### config.mk
export PLATFORM = sky130hd
export DESIGN_NAME = aclint_mt
export DESIGN_NICKNAME = d
export VERILOG_FILES = /design/src/rtl/aclint_pkg.sv /design/src/rtl/aclint_rtc_tick.sv /design/src/rtl/aclint_mt.sv
export SDC_FILE = /design/constraint.sdc
export NUM_CORES = 1
export LEC_CHECK = 0
export CORE_MARGIN = 2
export CORE_UTILIZATION = 60
export CTS_BUF_LIST = sky130_fd_sc_hd__clkbuf_8 sky130_fd_sc_hd__clkbuf_16
export DETAILED_ROUTE_END_ITERATION = 8
export DONT_BUFFER_PORTS = 1
export MAX_ROUTING_LAYER = met4
export PLACE_DENSITY = 0.76
export SYNTH_ARGS = -nofsm -noshare
export SYNTH_HDL_FRONTEND = slang
export SYNTH_SLANG_ARGS = --single-unit
### constraint.sdc
create_clock -name clk -period 2.6 [get_ports clk]
set_clock_uncertainty 0.2 [all_clocks]
set_input_delay 0.26 -clock clk [delete_from_list [all_inputs] [get_ports clk]]
set_output_delay 0.26 -clock clk [all_outputs]
set_load 0.02 [all_outputs]
### src/rtl/aclint_pkg.sv
// Shared constants, register selectors and decode helpers for the ACLINT machine timer block.
package aclint_pkg;

    localparam logic [15:0] MSIP_BASE     = 16'h0000;
    localparam logic [15:0] MTIMECMP_BASE = 16'h4000;
    localparam logic [15:0] MTIME_BASE    = 16'hBFF8;
    localparam logic [15:0] SETSSIP_BASE  = 16'hC000;

    localparam logic [63:0] MTIME_RST    = 64'h0000_0000_0000_0000;
    localparam logic [63:0] MTIMECMP_RST = 64'hFFFF_FFFF_FFFF_FFFF;

    localparam int unsigned RTC_MODE_SYNC = 0;
    localparam int unsigned RTC_MODE_DIV  = 1;

    typedef enum logic [2:0] {
        REG_NONE,
        REG_MSIP,
        REG_MTIMECMP_LO,
        REG_MTIMECMP_HI,
        REG_MTIME_LO,
        REG_MTIME_HI,
        REG_SETSSIP
    } reg_sel_e;

    typedef struct packed {
        reg_sel_e   sel;
        logic [5:0] hart;
    } reg_dec_t;

    // Decode one 32-bit word address; offsets below a region base wrap to large values and miss.
    function automatic reg_dec_t decode(input logic [31:0] a, input int unsigned n_cores);
        reg_dec_t    d;
        logic [31:0] off_msip;
        logic [31:0] off_cmp;
        logic [31:0] off_ssip;
        d        = '{sel: REG_NONE, hart: 6'd0};
        off_msip = a - 32'(MSIP_BASE);
        off_cmp  = a - 32'(MTIMECMP_BASE);
        off_ssip = a - 32'(SETSSIP_BASE);
        if (off_msip < 32'(4 * n_cores)) begin
            d.sel  = REG_MSIP;
            d.hart = 6'(off_msip >> 2);
        end else if (off_cmp < 32'(8 * n_cores)) begin
            d.sel  = off_cmp[2] ? REG_MTIMECMP_HI : REG_MTIMECMP_LO;
            d.hart = 6'(off_cmp >> 3);
        end else if (a == 32'(MTIME_BASE)) begin
            d.sel = REG_MTIME_LO;
        end else if (a == 32'(MTIME_BASE) + 32'd4) begin
            d.sel = REG_MTIME_HI;
        end else if (off_ssip < 32'(4 * n_cores)) begin
            d.sel  = REG_SETSSIP;
            d.hart = 6'(off_ssip >> 2);
        end
        return d;
    endfunction

    function automatic logic [31:0] merge_bytes(input logic [31:0] old_w, input logic [31:0] new_w,
                                                input logic [3:0] strb);
        logic [31:0] r;
        for (int unsigned b = 0; b < 4; b++) begin
            r[8*b +: 8] = strb[b] ? new_w[8*b +: 8] : old_w[8*b +: 8];
        end
        return r;
    endfunction

endpackage

### src/rtl/aclint_rtc_tick.sv
// Produces a single-cycle mtime tick from either a synchronised rt_clk rising edge or a clk divider.
module aclint_rtc_tick
    import aclint_pkg::*;
#(
    parameter int unsigned RTC_MODE = RTC_MODE_SYNC,
    parameter int unsigned RTC_DIV  = 1000
) (
    input  logic clk,
    input  logic reset,
    input  logic rt_clk,
    output logic tick_c
);

    localparam int unsigned CNT_W = (RTC_DIV > 2) ? $clog2(RTC_DIV) : 1;

    logic [2:0]       sync_q;
    logic [1:0]       fill_q;
    logic             armed_q;
    logic [CNT_W-1:0] cnt_q;
    logic             edge_tick;
    logic             div_tick;

    // sync_q[1] is the synchronised level, sync_q[2] its previous value for edge detection.
    // armed_q requires a real low sample after reset, so a high rt_clk at release is not an edge.
    always_ff @(posedge clk or negedge reset) begin
        if (!reset) begin
            sync_q  <= 3'b000;
            fill_q  <= 2'd0;
            armed_q <= 1'b0;
            cnt_q   <= '0;
        end else begin
            sync_q  <= {sync_q[1:0], rt_clk};
            fill_q  <= (fill_q == 2'd2) ? 2'd2 : fill_q + 2'd1;
            armed_q <= armed_q | ((fill_q == 2'd2) & ~sync_q[1]);
            cnt_q   <= (cnt_q == CNT_W'(RTC_DIV - 1)) ? '0 : cnt_q + CNT_W'(1);
        end
    end

    assign edge_tick = armed_q & sync_q[1] & ~sync_q[2];
    assign div_tick  = (cnt_q == CNT_W'(RTC_DIV - 1));
    assign tick_c    = (RTC_MODE == RTC_MODE_DIV) ? div_tick : edge_tick;

endmodule

### src/rtl/aclint_mt.sv
// ACLINT machine timer / software interrupt block: MSIP, MTIMECMP, MTIME and SETSSIP registers
// behind a single-cycle valid/ready register port.
module aclint_mt
    import aclint_pkg::*;
#(
    parameter int unsigned ADDR_W   = 16,
    parameter int unsigned DATA_W   = 32,
    parameter int unsigned N_CORES  = 1,
    parameter int unsigned RTC_MODE = RTC_MODE_SYNC,
    parameter int unsigned RTC_DIV  = 1000
) (
    input  logic                  clk,
    input  logic                  reset,
    input  logic                  rt_clk,
    input  logic                  valid,
    input  logic [ADDR_W-1:0]     address,
    input  logic [DATA_W-1:0]     wdata,
    input  logic [DATA_W/8-1:0]   wstrb,
    output logic [DATA_W-1:0]     rdata,
    output logic                  ready,
    output logic [N_CORES-1:0]    mtip,
    output logic [N_CORES-1:0]    msip,
    output logic [N_CORES-1:0]    ssip
);

    localparam int unsigned NW     = DATA_W / 32;
    localparam int unsigned STRB_W = DATA_W / 8;
    localparam int unsigned HART_W = (N_CORES > 1) ? $clog2(N_CORES) : 1;

    logic               tick_c;
    logic [31:0]        base_addr;
    logic [63:0]        mtime_q, mtime_d;
    logic [63:0]        cmp_q [N_CORES];
    logic [63:0]        cmp_d [N_CORES];
    logic [31:0]        shadow_q, shadow_d;
    logic [N_CORES-1:0] msip_q, msip_d;
    logic [N_CORES-1:0] ssip_q, ssip_d;
    logic [N_CORES-1:0] mtip_q, mtip_d;
    logic [DATA_W-1:0]  rdata_q, rdata_d;
    logic               ready_q;

    aclint_rtc_tick #(
        .RTC_MODE (RTC_MODE),
        .RTC_DIV  (RTC_DIV)
    ) u_rtc_tick (
        .clk    (clk),
        .reset  (reset),
        .rt_clk (rt_clk),
        .tick_c (tick_c)
    );

    // Each 32-bit lane of the bus is decoded as its own word address.
    assign base_addr = 32'(address) & ~32'(STRB_W - 1);

    always_comb begin
        reg_dec_t          dec;
        logic [HART_W-1:0] h;
        logic [3:0]        strb;
        logic [31:0]       wd;
        logic [31:0]       word;
        logic              is_read;
        logic              mtime_wr;

        mtime_d  = mtime_q;
        cmp_d    = cmp_q;
        shadow_d = shadow_q;
        msip_d   = msip_q;
        ssip_d   = '0;
        rdata_d  = '0;
        dec      = '{sel: REG_NONE, hart: 6'd0};
        h        = '0;
        strb     = 4'b0;
        wd       = 32'b0;
        word     = 32'b0;
        mtime_wr = 1'b0;
        is_read  = valid && (wstrb == '0);

        for (int unsigned k = 0; k < NW; k++) begin
            dec  = decode(base_addr + 32'(4 * k), N_CORES);
            h    = HART_W'(dec.hart);
            strb = valid ? wstrb[4*k +: 4] : 4'b0;
            wd   = wdata[32*k +: 32];
            word = 32'b0;
            case (dec.sel)
                REG_MSIP: begin
                    word = 32'(msip_q[h]);
                    if (strb[0]) msip_d[h] = wd[0];
                end
                REG_MTIMECMP_LO: begin
                    word = cmp_q[h][31:0];
                    cmp_d[h][31:0] = merge_bytes(cmp_q[h][31:0], wd, strb);
                end
                REG_MTIMECMP_HI: begin
                    word = cmp_q[h][63:32];
                    cmp_d[h][63:32] = merge_bytes(cmp_q[h][63:32], wd, strb);
                end
                REG_MTIME_LO: begin
                    word          = mtime_q[31:0];
                    mtime_d[31:0] = merge_bytes(mtime_q[31:0], wd, strb);
                    mtime_wr      = mtime_wr | (|strb);
                    if (is_read && (NW == 1)) shadow_d = mtime_q[63:32];
                end
                REG_MTIME_HI: begin
                    word           = (NW == 1) ? shadow_q : mtime_q[63:32];
                    mtime_d[63:32] = merge_bytes(mtime_q[63:32], wd, strb);
                    mtime_wr       = mtime_wr | (|strb);
                end
                REG_SETSSIP: begin
                    if (strb[0] && wd[0]) ssip_d[h] = 1'b1;
                end
                default: ;
            endcase
            if (is_read) rdata_d[32*k +: 32] = word;
        end

        // A software write to mtime wins over a coincident tick.
        if (!mtime_wr && tick_c) mtime_d = mtime_q + 64'd1;

        for (int unsigned i = 0; i < N_CORES; i++) begin
            mtip_d[i] = (mtime_q >= cmp_q[i]);
        end
    end

    always_ff @(posedge clk or negedge reset) begin
        if (!reset) begin
            mtime_q  <= MTIME_RST;
            for (int unsigned i = 0; i < N_CORES; i++) cmp_q[i] <= MTIMECMP_RST;
            shadow_q <= 32'b0;
            msip_q   <= '0;
            ssip_q   <= '0;
            mtip_q   <= '0;
            rdata_q  <= '0;
            ready_q  <= 1'b0;
        end else begin
            mtime_q  <= mtime_d;
            cmp_q    <= cmp_d;
            shadow_q <= shadow_d;
            msip_q   <= msip_d;
            ssip_q   <= ssip_d;
            mtip_q   <= mtip_d;
            rdata_q  <= rdata_d;
            ready_q  <= valid;
        end
    end

    assign rdata = rdata_q;
    assign ready = ready_q;
    assign mtip  = mtip_q;
    assign msip  = msip_q;
    assign ssip  = ssip_q;

endmodule
==> results.cfg, run 1 <==
[power]
powerDensity_mw_per_mm2 = 547
power_frac_clock_pct = 47.3
vdd_drop_max_v = 0.000451
intPower_uw = 5560
switching_share_pct = 23.6
p_leak_uw = 0.00556
pwr-share-comb_pct = 7.7
sequentialPowerShare_pct = 45.0
finalPower_uw = 7280
p_sw_uw = 1720

[cts]
clk_pin_slew_ns = 0.06
cts_tree = yes
htree_levels = 1
insertion_delay_ns = 0.52
cts_buffers = 24
cts_hold_buf = 45
clock_path_buffers = 3
clock_sinks = 202
cts_root_buf = clkbuf_16

[sta]
rsz0062_at_grt = false
period_share_pct = 97.0
final.setup.tns_ns = 0
max_freq_mhz = 396
finalCriticalPeriod_ns = 2.52
hold_viol = 202
hold_slack_ns = -0.760
relSlewSlack_pct = 60.3
slew_violations = 0
setup_viol = 0
tightestPinTransition_ns = 0.591

[synthesis]
synthMostInstantiatedCell = dfrtp_1
synth_edf_count = 0
ys_seq_area_share_pct = 45.1
async_flop_share_pct = 100
yosys_warnings = 0
syn_area_mm2 = 0.0114
ys_types = 65
synth_seq_cells = 202
syn_inst = 1111
yosysTopAreaCell = dfrtp_1
postSynthAreaPerCell_um2 = 10.2
synth_area_leaders = dfrtp_1 30%, dfstp_2 15%, mux2_2 12%
ys.flop_type = dfrtp_1
ys_top_cells_by_count = 138 x dfrtp_1, 126 x mux2_2, 110 x nor2_1, 75 x inv_1, 67 x ha_1
syn_nets = 1234
synth.top_cell.area_share_pct = 30.3

[worst_setup_path]
cp_num_buf_inv = 2
cp.required_ns = 2.79
critPathLaunchType = flop
crit_arrival_ns = 2.71
cp_cell_sequence = inv_1 > ha_1 > a21o_1 > a221o_1 > a221oi_2 > buf_4 > o31ai_1 > a31oi_1 > nand3_1
crit_family = compound AO/OA/AOI/OAI gates
cpMaxStageDelayCell = dfstp_2
r2r_slack_ns = 0.08
endpoint = mtip
timing.rr.start = cmp_q[57]
end_kind = flop
cp.depth = 9
critPathKind = reg2reg
worstSetupStartpoint = cmp_q[57]
max_stage_delay_ns = 0.54
rr_endpoint = mtip
critPathMaxFanout = 3
ff2ff_path_depth = 9

[grt]
grt_overflow_total = 0
first_global_vias = 9782
grt_max_degree = 203
track_usage_pct = 34.0
antenna_found_initial = 0
grt_pass1_wl_um = 52700

[floorplan]
die_h_um = 142
io_pins = 92
core_mm2 = 0.0186
die_w_um = 142
start_util_pct = 61.1
die_area_mm2 = 0.0201
rows = 50

[drt]
avgRoutedWirePerCell_um = 22.3
vias = 9728
drt-vias-per-instance = 6.70
drc = 0
wl_um = 32400
drtIter0Drc = 1076
dr.pass1.iters = 8
ant_nets = 0

[run_status]
outcome = finished, violations left
violations = hold timing

[placed_design]
numPortBuffers = 0
dpl.hpwl_um = 21900
gp_congestion = 0.961

[layout]
drive_above_1_share_pct = 26.2
num-fill-cells = 1359
layout.nets = 1323
synthToLayoutAreaGrowth_pct = 16.9
diodes = 0

[flow_run]
cap_violations = 0

[worst_hold_path]
min_path_type = in2async
## how the worst min path moves through the flow
stage | depth (start not counted) | from | slack [ns] | end
2_1_floorplan | 0 | reset | -0.24 | msip
3_3_place_gp | 0 | reset | -0.23 | rdata[1]
3_5_place_dp | 0 | reset | -0.23 | rdata[0]
4_1_cts | 0 | reset | -0.77 | rdata[0]
5_1_grt | 0 | reset | -0.77 | rdata[1]
6_report | 0 | reset | -0.76 | rdata[0]
## per-layer routing
layer	track usage (%)	share of wire (%)
met1	44.6	41
met5	-	0
met3	4.42	7.9
met2	55.4	49
met4	11.4	2.7
## stage by stage
stage	hold WS, ns	instances	utilization, %	setup WS, ns	instance area [µm²]
floorplan	-0.236	1111	-	0.322	11400
detailed placement	-0.227	1363	64.4	0.104	12000
global route	-0.772	1452	71.3	0.00000910	13300
finish	-0.760	1452	71.3	0.0779	13300
CTS	-0.772	1452	71.3	0.0773	13300
global placement	-0.229	1363	64.4	0.171	12000
## flip-flops by register name, summed over array words and instances (netlist names)
register,cells
cmp_q,64
msip,1
mtime_q,64
mtip,1
rdata,32
ready,1
shadow_q,32
ssip,1
u_rtc_tick.armed_q,1
u_rtc_tick.fill_q,2
u_rtc_tick.sync_q,3
## power by group through the flow
stage | logic [µW] | registers (µW) | clock network, µW
final | 560 | 3280 | 3440
after global routing | 609 | 3290 | 3610
after CTS | 545 | 3280 | 3470
after detailed placement | 443 | 3330 | 0
after global placement | 428 | 3320 | 0
after floorplan | 338 | 3310 | 0
## layout make-up
class	count	area, µm²	share of cell area [%]
clock buffers	35	763	5.74
clock inverters	9	65.1	0.489
inverters	75	282	2.12
multi-input cells	784	5780	43.5
flip-flops and latches	202	5130	38.6
well taps	234	293	2.20
repair buffers	113	983	7.39
## timing repair
item | in CTS | in global routing
endpoints found under the hold margin | 366 | 202
setup endpoints to repair | 0 | 2
gates resized for setup | 0 | 2
setup buffers | 0 | 0
## cells in the final DEF (no fill, tap or decap), drive strengths merged, types with 25 or more instances in the layout
cell type	n
clkbuf	35
buf	69
nand3	42
inv	79
o21ai	36
nor2	111
a211oi	25
nand4	32
nand2	66
dlygate4sd3	44
a21oi	57
nor3	31
mux2	126
dfstp	64
a222oi	32
dfrtp	138
ha	67
## logic make-up after synthesis
logic type	synth area share, %
flops	45.1
compound gates	14.8
fa+ha+maj	7.37
simple gates	15.4
buf+inv	4.43
mux	12.6
xor+xnor	0.308
Power figures use the tool's default switching activity.
==> run 2: changes to the inputs <==
--- a/config.mk
+++ b/config.mk
@@ -5,7 +5,8 @@
 export SDC_FILE = /design/constraint.sdc
 export NUM_CORES = 1
 export LEC_CHECK = 0
-export CORE_MARGIN = 2
+export ABC_AREA = 1
+export CORE_MARGIN = 4
 export CORE_UTILIZATION = 60
 export CTS_BUF_LIST = sky130_fd_sc_hd__clkbuf_8 sky130_fd_sc_hd__clkbuf_16
 export DETAILED_ROUTE_END_ITERATION = 8
==> results.cfg, run 2 <==
[run_status]
outcome = finished, violations left
violations = hold timing

[power]
powerDensity_mw_per_mm2 = 533
finalPower_uw = 7790
intPower_uw = 5540
vdd_drop_max_v = 0.000556
power_frac_clock_pct = 40.1
pwr-share-comb_pct = 13.7
sequentialPowerShare_pct = 46.2
switching_share_pct = 28.9
p_leak_uw = 0.00732
p_sw_uw = 2250

[layout]
diodes = 0
final_common_cell = nand2_1
num-fill-cells = 1761
mostFrequentLayoutCells = 667 x nand2_1, 195 x inv_1, 179 x nor2_1, 138 x dfrtp_1, 112 x o21ai_0
final_area_mm2 = 0.0146
synthToLayoutAreaGrowth_pct = 13.3
layout.nets = 2015
stdcell_count = 2183
reg_top3 = cmp_q x64, mtime_q x64
drive_above_1_share_pct = 10.7

[cts]
cts_buffers = 23
clock_path_buffers = 3
cts_root_buf = clkbuf_16
cts_hold_buf = 46
insertion_delay_ns = 0.51
clock_sinks = 202
cts_tree = yes
clk_pin_slew_ns = 0.06
htree_levels = 1

[drt]
dr.pass1.iters = 6
drt-vias-per-instance = 5.83
avgRoutedWirePerCell_um = 19.2
vias = 12700
wl_um = 41900
ant_nets = 0
drtIter0Drc = 1080
drc = 0

[sta]
max_freq_mhz = 414
tightestPinTransition_ns = 0.599
rsz0062_at_grt = false
hold_viol = 203
period_share_pct = 92.9
finalCriticalPeriod_ns = 2.42
hold_slack_ns = -0.750
relSlewSlack_pct = 60.1
slew_violations = 0
final.setup.tns_ns = 0
setup_viol = 0

[placed_design]
dp_cells = 2092
place_area_mm2 = 0.0134
dpl.hpwl_um = 30700
gp_congestion = 1.08
numPortBuffers = 0

[synthesis]
yosysTopAreaCell = dfrtp_1
async_flop_share_pct = 100
synthMostInstantiatedCell = nand2_1
syn_area_mm2 = 0.0129
syn_inst = 1816
postSynthAreaPerCell_um2 = 7.10
yosys_warnings = 0
synth_edf_count = 0
synth_seq_cells = 202
ys_seq_area_share_pct = 39.8
ys_top_cells_by_count = 669 x nand2_1, 186 x inv_1, 179 x nor2_1, 138 x dfrtp_1, 112 x o21ai_0
synth_area_leaders = dfrtp_1 27%, nand2_1 19%, dfstp_2 13%
ys_types = 42
synth.top_cell.area_share_pct = 26.8
ys.flop_type = dfrtp_1
syn_nets = 1939

[worst_setup_path]
critPathLaunchType = input pin
crit_arrival_ns = 2.65
cp.required_ns = 2.84
max_stage_delay_ns = 0.57
end_kind = flop
cp_cell_sequence = dlygate4sd3_1 > nor2_1 > nand2_1 > inv_1 > o211ai_2 > nor2_4 > nand2_8 > nor2_8 > nand2_1 > dlygate4sd3_1 > o21ai_1
cpMaxStageDelayCell = dlygate4sd3_1
critPathKind = in2reg
critPathMaxFanout = 11

[grt]
grt_overflow_total = 0
first_global_vias = 12200
grt_pass1_wl_um = 66000
track_usage_pct = 35.9
antenna_found_initial = 0
grt_max_degree = 203

[flow_run]
cap_violations = 0

[floorplan]
die_h_um = 155
io_pins = 92
start_util_pct = 61.2
rows = 53
die_area_mm2 = 0.0239
core_mm2 = 0.0211
die_w_um = 155

[worst_hold_path]
min_path_type = in2async
[run 2: through the flow]
stage	worst slack [ns]	utilization [%]
finish	0.184	69.3
global route	0.0411	69.3
CTS	0.119	69.2
detailed placement	0.212	63.5
global placement	0.248	63.5
floorplan	0.637	-
[run 2: routing by layer]
layer	wire length, µm	GRT usage [%]	up-vias	share of wire [%]
met5	0	-	-	0
met4	1670	12.5	0	4.0
met3	3660	4.62	112	8.7
met2	19000	55.8	631	45
met1	17600	48.9	6006	42
li1	-	-	5975	-
[run 2: cell families (layout without fill, tap and decap cells)]
family / after synthesis / count (layout) / synth area share, %
AOI/OAI and AO/OA: 260 / 260 / 10.7
and+or+nand+nor: 1006 / 1006 / 32.2
buffers and inverters: 240 / 332 / 7.65
muxes: 16 / 16 / 1.40
xor gates and xnor gates: 25 / 25 / 1.70
adders and majority gates: 67 / 67 / 6.50
DFF: 202 / 202 / 39.8
[run 2: critical path: cells and delay by family]
kind	cells	cell delay, ns
AOI/OAI and AO/OA	2	0.21
buffers and inverters	3	1.23
and+or+nand+nor	6	0.94
[run 2: final timing paths]
check | start | end | slack, ns | cells past startpoint
worst max-delay path | address[12] | cmp_q[9] | 0.18 | 11
worst min-delay path | reset | rdata[13] | -0.75 | 0
worst max register to register | mtime_q[0] | mtime_q[26] | 0.19 | 12
worst min register to register | u_rtc_tick.sync_q[0] | u_rtc_tick.sync_q[1] | 0.16 | 0
max in group asynchronous | reset | rdata[4] | 2.44 | 0
min in group clk | wstrb[1] | cmp_q[10] | 0 | 5
[run 2: area by class of cell]
class                   instances  area, µm²  share of cell area [%]
multi-input cells            1374       6800                    46.5
well taps                     275        344                    2.35
flip-flops and latches        202       5130                    35.1
clock buffers                  31        686                    4.69
clock inverters                10       41.3                   0.282
repair buffers                 99        896                    6.13
inverters                     192        721                    4.93
[run 2: what timing repair did]
action,in CTS,in global routing
setup buffers,0,4
setup endpoints to repair,0,4
endpoints found under the hold margin,335,202
gates resized for setup,0,2
[run 2: power by group through the flow]
stage | Sequential, µW | Clock, µW | Combinational, µW
after floorplan | 3530 | 0 | 683
after global placement | 3640 | 0 | 930
after detailed placement | 3640 | 0 | 961
after CTS | 3590 | 3160 | 1050
after global routing | 3610 | 3290 | 1200
final | 3600 | 3130 | 1070
